==> src/rtl/mdio_controller_if.sv <==
// Host/PHY-facing signal bundle for mdio_controller.
// The slave modport is the controller, the master modport is its environment.
interface mdio_controller_if;
    logic        MDIO_START;
    logic [31:0] T_DATA;
    logic        MDIO_IN;
    logic        MDC;
    logic        MDIO_OUT;
    logic        MDIO_OE;
    logic [15:0] RD_DATA;
    logic        DATA_RDY;
    logic        BUSY;

    modport master (
        output MDIO_START,
        output T_DATA,
        output MDIO_IN,
        input  MDC,
        input  MDIO_OUT,
        input  MDIO_OE,
        input  RD_DATA,
        input  DATA_RDY,
        input  BUSY
    );

    modport slave (
        input  MDIO_START,
        input  T_DATA,
        input  MDIO_IN,
        output MDC,
        output MDIO_OUT,
        output MDIO_OE,
        output RD_DATA,
        output DATA_RDY,
        output BUSY
    );
endinterface

==> src/rtl/mdio_controller.sv <==
// Clause-22 MDIO station: one 32-bit frame per request, MDC = CLK/(2*DIV_HALF).
// Define MDIO_PREAMBLE_EN to send 32 preamble ones before every frame.
module mdio_controller #(
    parameter int DIV_HALF = 2
) (
    input logic              CLK,
    input logic              RESET,
    mdio_controller_if.slave bus
);
    localparam logic [7:0] DIV_LAST = 8'(DIV_HALF - 1);

    typedef enum logic [1:0] {
        IDLE     = 2'd0,
`ifdef MDIO_PREAMBLE_EN
        PREAMBLE = 2'd1,
`endif
        FRAME    = 2'd2,
        DONE     = 2'd3
    } state_e;

    state_e      state_q, state_d;
    logic [4:0]  cnt_q, cnt_d;
    logic [7:0]  div_q, div_d;
    logic        mdc_q, mdc_d;
    logic        out_q, out_d;
    logic        oe_q, oe_d;
    logic [31:0] sh_q, sh_d;
    logic        rd_q, rd_d;
    logic [15:0] cap_q, cap_d;
    logic [15:0] rd_data_q, rd_data_d;
    logic        rdy_q, rdy_d;
    logic        busy_q, busy_d;

    logic        tick;
    logic [4:0]  nxt;
    logic        drive;

    always_comb begin
        state_d   = state_q;
        cnt_d     = cnt_q;
        div_d     = div_q;
        mdc_d     = mdc_q;
        out_d     = out_q;
        oe_d      = oe_q;
        sh_d      = sh_q;
        rd_d      = rd_q;
        cap_d     = cap_q;
        rd_data_d = rd_data_q;
        rdy_d     = 1'b0;
        busy_d    = busy_q;
        tick      = (div_q == DIV_LAST);
        nxt       = cnt_q - 5'd1;
        // read frames release the bus from the turnaround onward
        drive     = !(rd_q && (nxt <= 5'd17));
        unique case (state_q)
            IDLE: begin
                mdc_d = 1'b0;
                oe_d  = 1'b0;
                out_d = 1'b0;
                div_d = 8'd0;
                cnt_d = 5'd31;
                if (bus.MDIO_START) begin
                    sh_d   = bus.T_DATA;
                    rd_d   = (bus.T_DATA[29:28] == 2'b10);
                    busy_d = 1'b1;
                    oe_d   = 1'b1;
`ifdef MDIO_PREAMBLE_EN
                    state_d = PREAMBLE;
                    out_d   = 1'b1;
`else
                    state_d = FRAME;
                    out_d   = bus.T_DATA[31];
`endif
                end
            end
`ifdef MDIO_PREAMBLE_EN
            PREAMBLE: begin
                div_d = tick ? 8'd0 : div_q + 8'd1;
                if (tick) begin
                    mdc_d = !mdc_q;
                    if (mdc_q) begin
                        if (cnt_q == 5'd0) begin
                            state_d = FRAME;
                            cnt_d   = 5'd31;
                            out_d   = sh_q[31];
                        end else begin
                            cnt_d = nxt;
                        end
                    end
                end
            end
`endif
            FRAME: begin
                div_d = tick ? 8'd0 : div_q + 8'd1;
                if (tick) begin
                    mdc_d = !mdc_q;
                    if (!mdc_q) begin
                        if (rd_q && (cnt_q <= 5'd15))
                            cap_d = {cap_q[14:0], bus.MDIO_IN};
                    end else if (cnt_q == 5'd0) begin
                        state_d = DONE;
                        oe_d    = 1'b0;
                        out_d   = 1'b0;
                    end else begin
                        cnt_d = nxt;
                        oe_d  = drive;
                        out_d = drive & sh_q[nxt];
                    end
                end
            end
            DONE: begin
                state_d = IDLE;
                busy_d  = 1'b0;
                div_d   = 8'd0;
                cnt_d   = 5'd31;
                if (rd_q) begin
                    rd_data_d = cap_q;
                    rdy_d     = 1'b1;
                end
            end
            default: state_d = IDLE;
        endcase
    end

    always_ff @(posedge CLK or negedge RESET) begin
        if (!RESET) begin
            state_q   <= IDLE;
            cnt_q     <= 5'd31;
            div_q     <= 8'd0;
            mdc_q     <= 1'b0;
            out_q     <= 1'b0;
            oe_q      <= 1'b0;
            sh_q      <= 32'd0;
            rd_q      <= 1'b0;
            cap_q     <= 16'd0;
            rd_data_q <= 16'd0;
            rdy_q     <= 1'b0;
            busy_q    <= 1'b0;
        end else begin
            state_q   <= state_d;
            cnt_q     <= cnt_d;
            div_q     <= div_d;
            mdc_q     <= mdc_d;
            out_q     <= out_d;
            oe_q      <= oe_d;
            sh_q      <= sh_d;
            rd_q      <= rd_d;
            cap_q     <= cap_d;
            rd_data_q <= rd_data_d;
            rdy_q     <= rdy_d;
            busy_q    <= busy_d;
        end
    end

    assign bus.MDC      = mdc_q;
    assign bus.MDIO_OUT = out_q;
    assign bus.MDIO_OE  = oe_q;
    assign bus.RD_DATA  = rd_data_q;
    assign bus.DATA_RDY = rdy_q;
    assign bus.BUSY     = busy_q;
endmodule

==> src/flat_wrapper.sv <==
// flat-port wrapper written by rule: the top's interface ports become plain ports
module mdio_controller_flat 
#(
    parameter int DIV_HALF = 2
)
  (CLK, RESET, bus_MDIO_START, bus_T_DATA, bus_MDIO_IN, bus_MDC, bus_MDIO_OUT, bus_MDIO_OE, bus_RD_DATA, bus_DATA_RDY, bus_BUSY);
  mdio_controller_if bus_i ();
  input logic CLK;
  input logic RESET;
  input wire logic [$bits(bus_i.MDIO_START)-1:0] bus_MDIO_START;
  input wire logic [$bits(bus_i.T_DATA)-1:0] bus_T_DATA;
  input wire logic [$bits(bus_i.MDIO_IN)-1:0] bus_MDIO_IN;
  output wire logic [$bits(bus_i.MDC)-1:0] bus_MDC;
  output wire logic [$bits(bus_i.MDIO_OUT)-1:0] bus_MDIO_OUT;
  output wire logic [$bits(bus_i.MDIO_OE)-1:0] bus_MDIO_OE;
  output wire logic [$bits(bus_i.RD_DATA)-1:0] bus_RD_DATA;
  output wire logic [$bits(bus_i.DATA_RDY)-1:0] bus_DATA_RDY;
  output wire logic [$bits(bus_i.BUSY)-1:0] bus_BUSY;
  assign bus_i.MDIO_START = bus_MDIO_START;
  assign bus_i.T_DATA = bus_T_DATA;
  assign bus_i.MDIO_IN = bus_MDIO_IN;
  assign bus_MDC = bus_i.MDC;
  assign bus_MDIO_OUT = bus_i.MDIO_OUT;
  assign bus_MDIO_OE = bus_i.MDIO_OE;
  assign bus_RD_DATA = bus_i.RD_DATA;
  assign bus_DATA_RDY = bus_i.DATA_RDY;
  assign bus_BUSY = bus_i.BUSY;
  mdio_controller #(.DIV_HALF(DIV_HALF)) u_core (.CLK(CLK), .RESET(RESET), .bus(bus_i));
endmodule
==> config.mk <==
export PLATFORM = sky130hd
export DESIGN_NAME = mdio_controller_flat
export DESIGN_NICKNAME = d
export VERILOG_FILES = /design/src/rtl/mdio_controller_if.sv /design/src/rtl/mdio_controller.sv /design/src/flat_wrapper.sv
export SDC_FILE = /design/constraint.sdc
export NUM_CORES = 1
export LEC_CHECK = 0
export ABC_AREA = 1
export CORE_MARGIN = 10
export CORE_UTILIZATION = 25
export DETAILED_ROUTE_END_ITERATION = 7
export PLACE_DENSITY = 0.47
export SYNTH_ARGS = -nofsm -noshare
export SYNTH_HDL_FRONTEND = slang
export SYNTH_SLANG_ARGS = --single-unit
==> constraint.sdc <==
create_clock -name CLK -period 2.1 [get_ports CLK]
set_clock_uncertainty 0.05 [all_clocks]
set_input_delay 0.21 -clock CLK [delete_from_list [all_inputs] [get_ports CLK]]
set_output_delay 0.21 -clock CLK [all_outputs]
set_load 0.1 [all_outputs]
==> run_results.csv, run 1 <==
group,metric,value,unit
power,cellLeakagePower,2.515,nW
route,wl_per_cell,12.52,um
timing,finalSetupTns,0,ns
yosys,netlist-cell-type-count,31,
die,initial_core_util,25.62,%
timing,timing.final.crit_share,90.44,%
setup_path,crit_fanout,11,
yosys,synth_commonest_cells,"187 x nand2_1, 80 x dfrtp_1, 43 x inv_1",
power,power_frac_seq,33.8,%
grt,busiest_layer,"met2",
power,p_sw_share,43.29,%
clocking,clk_pin_slew,0.06,ns
timing,min_period,1.899,ns
route,post-route-drc-count,0,
yosys,postSynthCellCount,488,
setup_path,r2r_start,"u_core.div_q[1]",
status,outcome,"finished clean",
setup_path,crit_required,2.29,ns
grt,met3_usage,3.114,%
route,vias,3173,
grt,grt_max_degree,36,
yosys,yosysTopAreaCell,"dfrtp_1",
setup_path,crit_path_frequent_cell,"inv_1",
cells_and_area,fillers,1736,
yosys,yosys.cell_count.top_type,"nand2_1",
yosys,synthFlopType,"dfrtp_1",
timing,slew_viol_final,0,
hold_path,hold_class,"in -> async",
timing,setup_viol,0,
setup_path,reg2reg_to,"u_core.cap_q[7]",
place,port_buffers,56,
yosys,ys_seq_area_share,52.05,%
cells_and_area,final-instance-count-excl-fill,770,
grt,use_met2,13.78,%
place,dp.cells,753,
die,dieHeight,148.0,um
power,clkPwrFrac,21.9,%
grt,grtUsageTotal,9.355,%
die,die_x,148.0,um
timing,hold_violations,0,
timing,relSlewSlack,67.19,%
timing,tightest_slew,0.4922,ns
setup_path,start_kind,"register",
grt,use_met1,12.31,%
power,p_switching,3.250,mW
grt,grt_pass1_wl,16460,um
power,p_total,7.508,mW
place,place_congestion,0.7671,
setup_path,crit_path_start,"u_core.div_q[1]",
setup_path,cp_slowest_cell,"dfrtp_1",
route,wl,9643,um
grt,grt_pass1_vias,3299,
power,irDropWorstVdd,0.4778,mV
die,die-area,21920,um2
route,viasPerCell,4.121,
timing,rsz0062_at_grt,"false",
clocking,cts_buffers,9,
die,rows,46,
yosys,syn_area,4099,um2
place,hpwl,7154,um
yosys,synth.top_cell.area_share,48.84,%
setup_path,cp_top_family,"simple AND/OR/NAND/NOR gates",
power,p_int,4.257,mW
yosys,synth_fp_nets,533,
grt,antenna_found_initial,0,
cells_and_area,finalNetCount,594,
cells_and_area,drive_above_1_share,19.49,%
power,p_comb_share,44.3,%
setup_path,worst-r2r-setup-slack,0.20,ns
cells_and_area,multi_input_area,1672,um2
yosys,netlist_top_cells_area,"dfrtp_1 49%, nand2_1 17%, inv_1 3.9%",
clocking,h-tree-depth,3,
yosys,syn_area_per_cell,8.399,um2
setup_path,arrival,2.09,ns
cells_and_area,regArea,2133,um2
job,drv_cap,0,
yosys,synth_edf_count,0,
yosys,async_reset_ff_share,100.0,%
route,initialDrtViolationCount,162,
setup_path,path_class,"reg -> reg",
yosys,ys_seq_elements,85,
clocking,cts.sink_count,85,
cells_and_area,diodes,0,
power,p_per_area,1436,nW/um2
clocking,clockBufferDepth,2,
setup_path,crit_chain,"inv_1, ha_1, inv_1, nor3_2, nand3_2, nand2_2, inv_2, nor2_4, nand3_4, buf_12, nand2_1, o21ai_2",
clocking,clkLatencyLatePin,0.34,ns
timing,fmax,526.5,MHz
yosys,ys_warn_count,0,
setup_path,cp_num_buf_inv,4,
clocking,root_buffer,"clkbuf_16",
route,final_antenna_net_count,0,
cells_and_area,areaGrowthSynthToFinish,27.56,%
setup_path,reg2reg_depth,12,
die,core,16000,um2
clocking,cts_tree,"built",
route,first_pass_iters,4,
setup_path,crit_path_max_incr_delay,0.41,ns
setup_path,end_kind,"register",
grt,grt-ovfl-total,0,
die,ios,57,
## worst max path at each step
stage	to	slack, ns	cells past startpoint
floorplan	u_core.bus.MDIO_OUT	0.04	14
global placement	u_core.bus.MDIO_OUT	0.17	12
detailed placement	u_core.bus.MDIO_OUT	0.09	12
CTS	u_core.bus.MDIO_OUT	0.06	12
global route	u_core.cap_q[7]	0.05	12
finish	u_core.cap_q[7]	0.20	12
## flip-flops by register name, indices dropped and copies added, names as in the netlist
signal               cells
u_core.cnt_q             5
u_core.bus.MDC           1
u_core.state_q           2
u_core.sh_q             32
u_core.bus.MDIO_OE       1
u_core.bus.RD_DATA      16
u_core.bus.MDIO_OUT      1
u_core.bus.BUSY          1
u_core.div_q             8
u_core.bus.DATA_RDY      1
u_core.cap_q            16
u_core.rd_q              1
## worst register-to-register path, stage by stage (launching register included)
cell and delay, ns:
dfrtp_1 0.41, inv_1 0.09, ha_1 0.14, inv_1 0.04, nor3_2 0.13, nand3_2 0.13, nand2_2 0.11, inv_2 0.05
nor2_4 0.10, nand3_4 0.20, buf_12 0.23, nand2_1 0.07, o21ai_2 0.05
## kinds of logic after synthesis
group           after synthesis  share of synthesized area, %
buf+inv                      66                         7.539
xor+xnor                      2                        0.4274
compound gates               57                         8.699
fa+ha+maj                     9                         2.747
simple gates                269                         28.54
flops                        85                         52.05
## power by group through the flow
stage          clock (mW)  sequential, mW  combinational (mW)
3_5_place_dp            0            2.57                3.32
2_1_floorplan           0            2.86                2.16
5_1_grt              1.78            2.60                3.80
6_report             1.65            2.54                3.33
3_3_place_gp            0            2.55                3.30
4_1_cts              1.71            2.55                3.35
## cell type report
| class | instances | share of cell area, % |
|---|---|---|
| clock inverter | 6 | 1.340 |
| inverter | 49 | 3.661 |
| tap | 216 | 5.169 |
| clock buffer | 10 | 4.570 |
| multi-input combinational | 337 | 31.97 |
| sequential | 85 | 40.80 |
| timing repair buffer | 67 | 12.49 |
## cells in the final DEF (no fill, tap or decap), drive strengths merged
| master | netlist | final |
|---|---|---|
| nor3b | 3 | 3 |
| ha | 9 | 9 |
| dfrtp | 80 | 80 |
| nand3 | 33 | 33 |
| o21ai | 47 | 47 |
| dlygate4sd3 | 0 | 1 |
| clkbuf | 9 | 10 |
| nand2 | 206 | 206 |
| clkdlybuf4s50 | 0 | 34 |
| o22ai | 2 | 2 |
| nor2 | 23 | 23 |
| a31oi | 2 | 2 |
| a21oi | 5 | 5 |
| dfstp | 5 | 5 |
| nor3 | 4 | 4 |
| o21a | 1 | 1 |
| clkinvlp | 0 | 3 |
| buf | 8 | 32 |
| bufinv | 0 | 1 |
| xor2 | 2 | 2 |
| inv | 49 | 51 |
## per-layer routing
layer	share of wire [%]	up-vias	wire, um
met1	49	1477	4683
met3	4.1	11	392
met4	1.7	0	166
li1	-	1647	-
met5	0	-	0
met2	46	38	4400
## repair_timing
| action | in CTS | in global routing |
|---|---|---|
| setup buffers | 0 | 0 |
| hold endpoints to repair | 31 | 0 |
| hold buffers | 1 | 0 |
| setup endpoints to repair | 0 | 1 |
| gates resized for setup | 0 | 3 |
## per-stage QoR
step           utilization, %  setup slack (ns)  hold slack, ns  area [um2]
6_report                32.68            0.2008          0.3223        5229
5_1_grt                 32.68           0.05116          0.3548        5229
4_1_cts                 32.59           0.06114          0.3232        5214
3_5_place_dp            30.59           0.08739          0.1573        4895
3_3_place_gp            30.59            0.1718          0.1536        4895
2_1_floorplan               -           0.04121         -0.1356        4099
Power figures use the tool's default switching activity.
==> run 2, diff against run 1 <==
CTS_BUF_LIST = sky130_fd_sc_hd__clkbuf_2 sky130_fd_sc_hd__clkbuf_4 sky130_fd_sc_hd__clkbuf_8   (was unset)
PLACE_DENSITY = 0.46   (was 0.47)
clock period = 2 ns   (was 2.1 ns; I/O delays follow)
==> run 2 against run 1 <==
Compared with the run above: sequential share of layout area is 0.40 points higher; final cell count grew 0.13%; highest routed layer unchanged; global-route usage decreased by 0.15 points; utilization down 0.32 points.
==> run_results.csv, run 2 (same netlist as run 1, synthesis figures left out) <==
group,metric,value,unit
status,outcome,"finished clean",
route,initialDrtViolationCount,142,
job,drv_cap,0,
route,wl,9749,um
route,final_antenna_net_count,0,
clocking,clockBufferDepth,2,
cells_and_area,postLayoutCoreUtil,32.36,%
cells_and_area,fin_area,5177,um2
setup_path,reg2reg_depth,12,
setup_path,arrival,2.02,ns
place,hpwl,6943,um
grt,grt-ovfl-total,0,
place,dp.cells,752,
clocking,root_buffer,"clkbuf_8",
grt,grt_max_degree,39,
cells_and_area,diodes,0,
timing,rsz0062_at_grt,"false",
hold_path,hold_class,"in -> async",
setup_path,end_kind,"register",
die,initial_core_util,25.62,%
clocking,clk_pin_slew,0.09,ns
cells_and_area,areaGrowthSynthToFinish,26.31,%
timing,finalSetupTns,0,ns
place,dpl_cell_area,4875,um2
die,core,16000,um2
setup_path,crit_fanout,23,
clocking,clkLatencyLatePin,0.36,ns
power,cellLeakagePower,2.501,nW
power,p_per_area,1511,nW/um2
die,ios,57,
timing,slew_viol_final,0,
timing,hold_violations,0,
die,die-area,21920,um2
route,post-route-drc-count,0,
cells_and_area,drive_above_1_share,20.00,%
cells_and_area,final-instance-count-excl-fill,771,
route,wl_per_cell,12.64,um
clocking,cts_tree,"built",
grt,antenna_found_initial,0,
grt,grt_pass1_vias,3301,
route,vias,3191,
power,irDropWorstVdd,0.6653,mV
place,port_buffers,56,
timing,fmax,552.2,MHz
clocking,cts.sink_count,85,
setup_path,start_kind,"register",
timing,setup_viol,0,
clocking,cts_buffers,9,
cells_and_area,largest_register_ffs,32,
die,rows,46,
die,die_x,148.0,um
power,p_total,7.821,mW
timing,relSlewSlack,65.33,%
timing,tightest_slew,0.5200,ns
timing,fin_ws,0.1891,ns
setup_path,path_class,"reg -> reg",
route,first_pass_iters,4,
route,viasPerCell,4.139,
cells_and_area,finalNetCount,595,
timing,timing.hold.ws,0.3091,ns
setup_path,crit_required,2.21,ns
place,post-place-ws,0.1395,ns
timing,timing.final.crit_share,90.54,%
die,dieHeight,148.0,um
cells_and_area,final_cell_mix,"187 x nand2_1, 80 x dfrtp_1, 43 x inv_1",
cells_and_area,top_register,"u_core.sh_q",
grt,grt_pass1_wl,16360,um
place,place_congestion,0.7548,
clocking,h-tree-depth,3,
cells_and_area,final_common_cell,"nand2_1",
timing,min_period,1.811,ns
grt,grtUsageTotal,9.204,%
-- run 2: cell count changes in the layout (fill, tap and decap cells not counted), sizes merged --
cell,change
bufinv,+3
clkinvlp,-3
buf,+1
clkinv,+1
inv,-1
-- run 2: report_power, final --
group	total, mW	leakage, nW	switching [mW]	internal, mW
clock	1.62	0.134	0.643	0.973
combinational	3.54	1.27	2.32	1.22
sequential	2.67	1.10	0.388	2.28
total	7.82	2.50	3.35	4.47
-- run 2: layout make-up --
class | count | area, um2
Clock buffer | 10 | 131.4
Clock inverter | 6 | 133.9
Fill cell | 1776 | 10820
Inverter | 49 | 191.4
Multi-Input combinational cell | 337 | 1682
Sequential cell | 85 | 2133
Tap cell | 216 | 270.3
Timing Repair Buffer | 68 | 635.6
-- run 2: repair_timing --
action / in CTS / in global routing
setup buffers: 0 / 2
hold buffers: 1 / 0
endpoints found under the setup margin: 0 / 4
gates resized for setup: 0 / 4
endpoints found under the hold margin: 30 / 0
-- run 2: worst paths after layout --
path	start	endpoint	slack, ns
worst min-delay path	RESET	u_core.div_q[2]	0.31
worst max register to register	u_core.cnt_q[0]	u_core.bus.MDIO_OUT	0.19
min in group CLK	bus_T_DATA[9]	u_core.sh_q[9]	0.31
max in group asynchronous	RESET	u_core.bus.RD_DATA[8]	0.99
worst max-delay path	u_core.cnt_q[0]	u_core.bus.MDIO_OUT	0.19
worst min register to register	u_core.sh_q[0]	u_core.sh_q[0]	0.44
-- run 2: metal layers --
| metal | track usage (%) | part of all wire [%] | wire, um |
|---|---|---|---|
| met1 | 11.83 | 50 | 4832 |
| met4 | 2.825 | 0.84 | 82 |
| met3 | 3.724 | 4.8 | 464 |
| met5 | 0 | 0 | 0 |
| met2 | 13.78 | 45 | 4370 |
-- run 2: worst max-delay path: stages (launching register included) --
cell     delay [ns]
dfstp_2        0.60
inv_8          0.09
ha_4           0.18
inv_1          0.05
nand2_1        0.04
nand2_1        0.16
o21ai_0        0.13
nand2_1        0.08
nand3_1        0.07
nand2_1        0.09
nor2_1         0.05
nand2_1        0.06
a21oi_2        0.05
==> run 3, diff against run 2 <==
CTS_CLUSTER_DIAMETER = 150   (was unset)
==> results of run 3 <==
No change in the layout: final DEF, timing and power equal those of run 2.
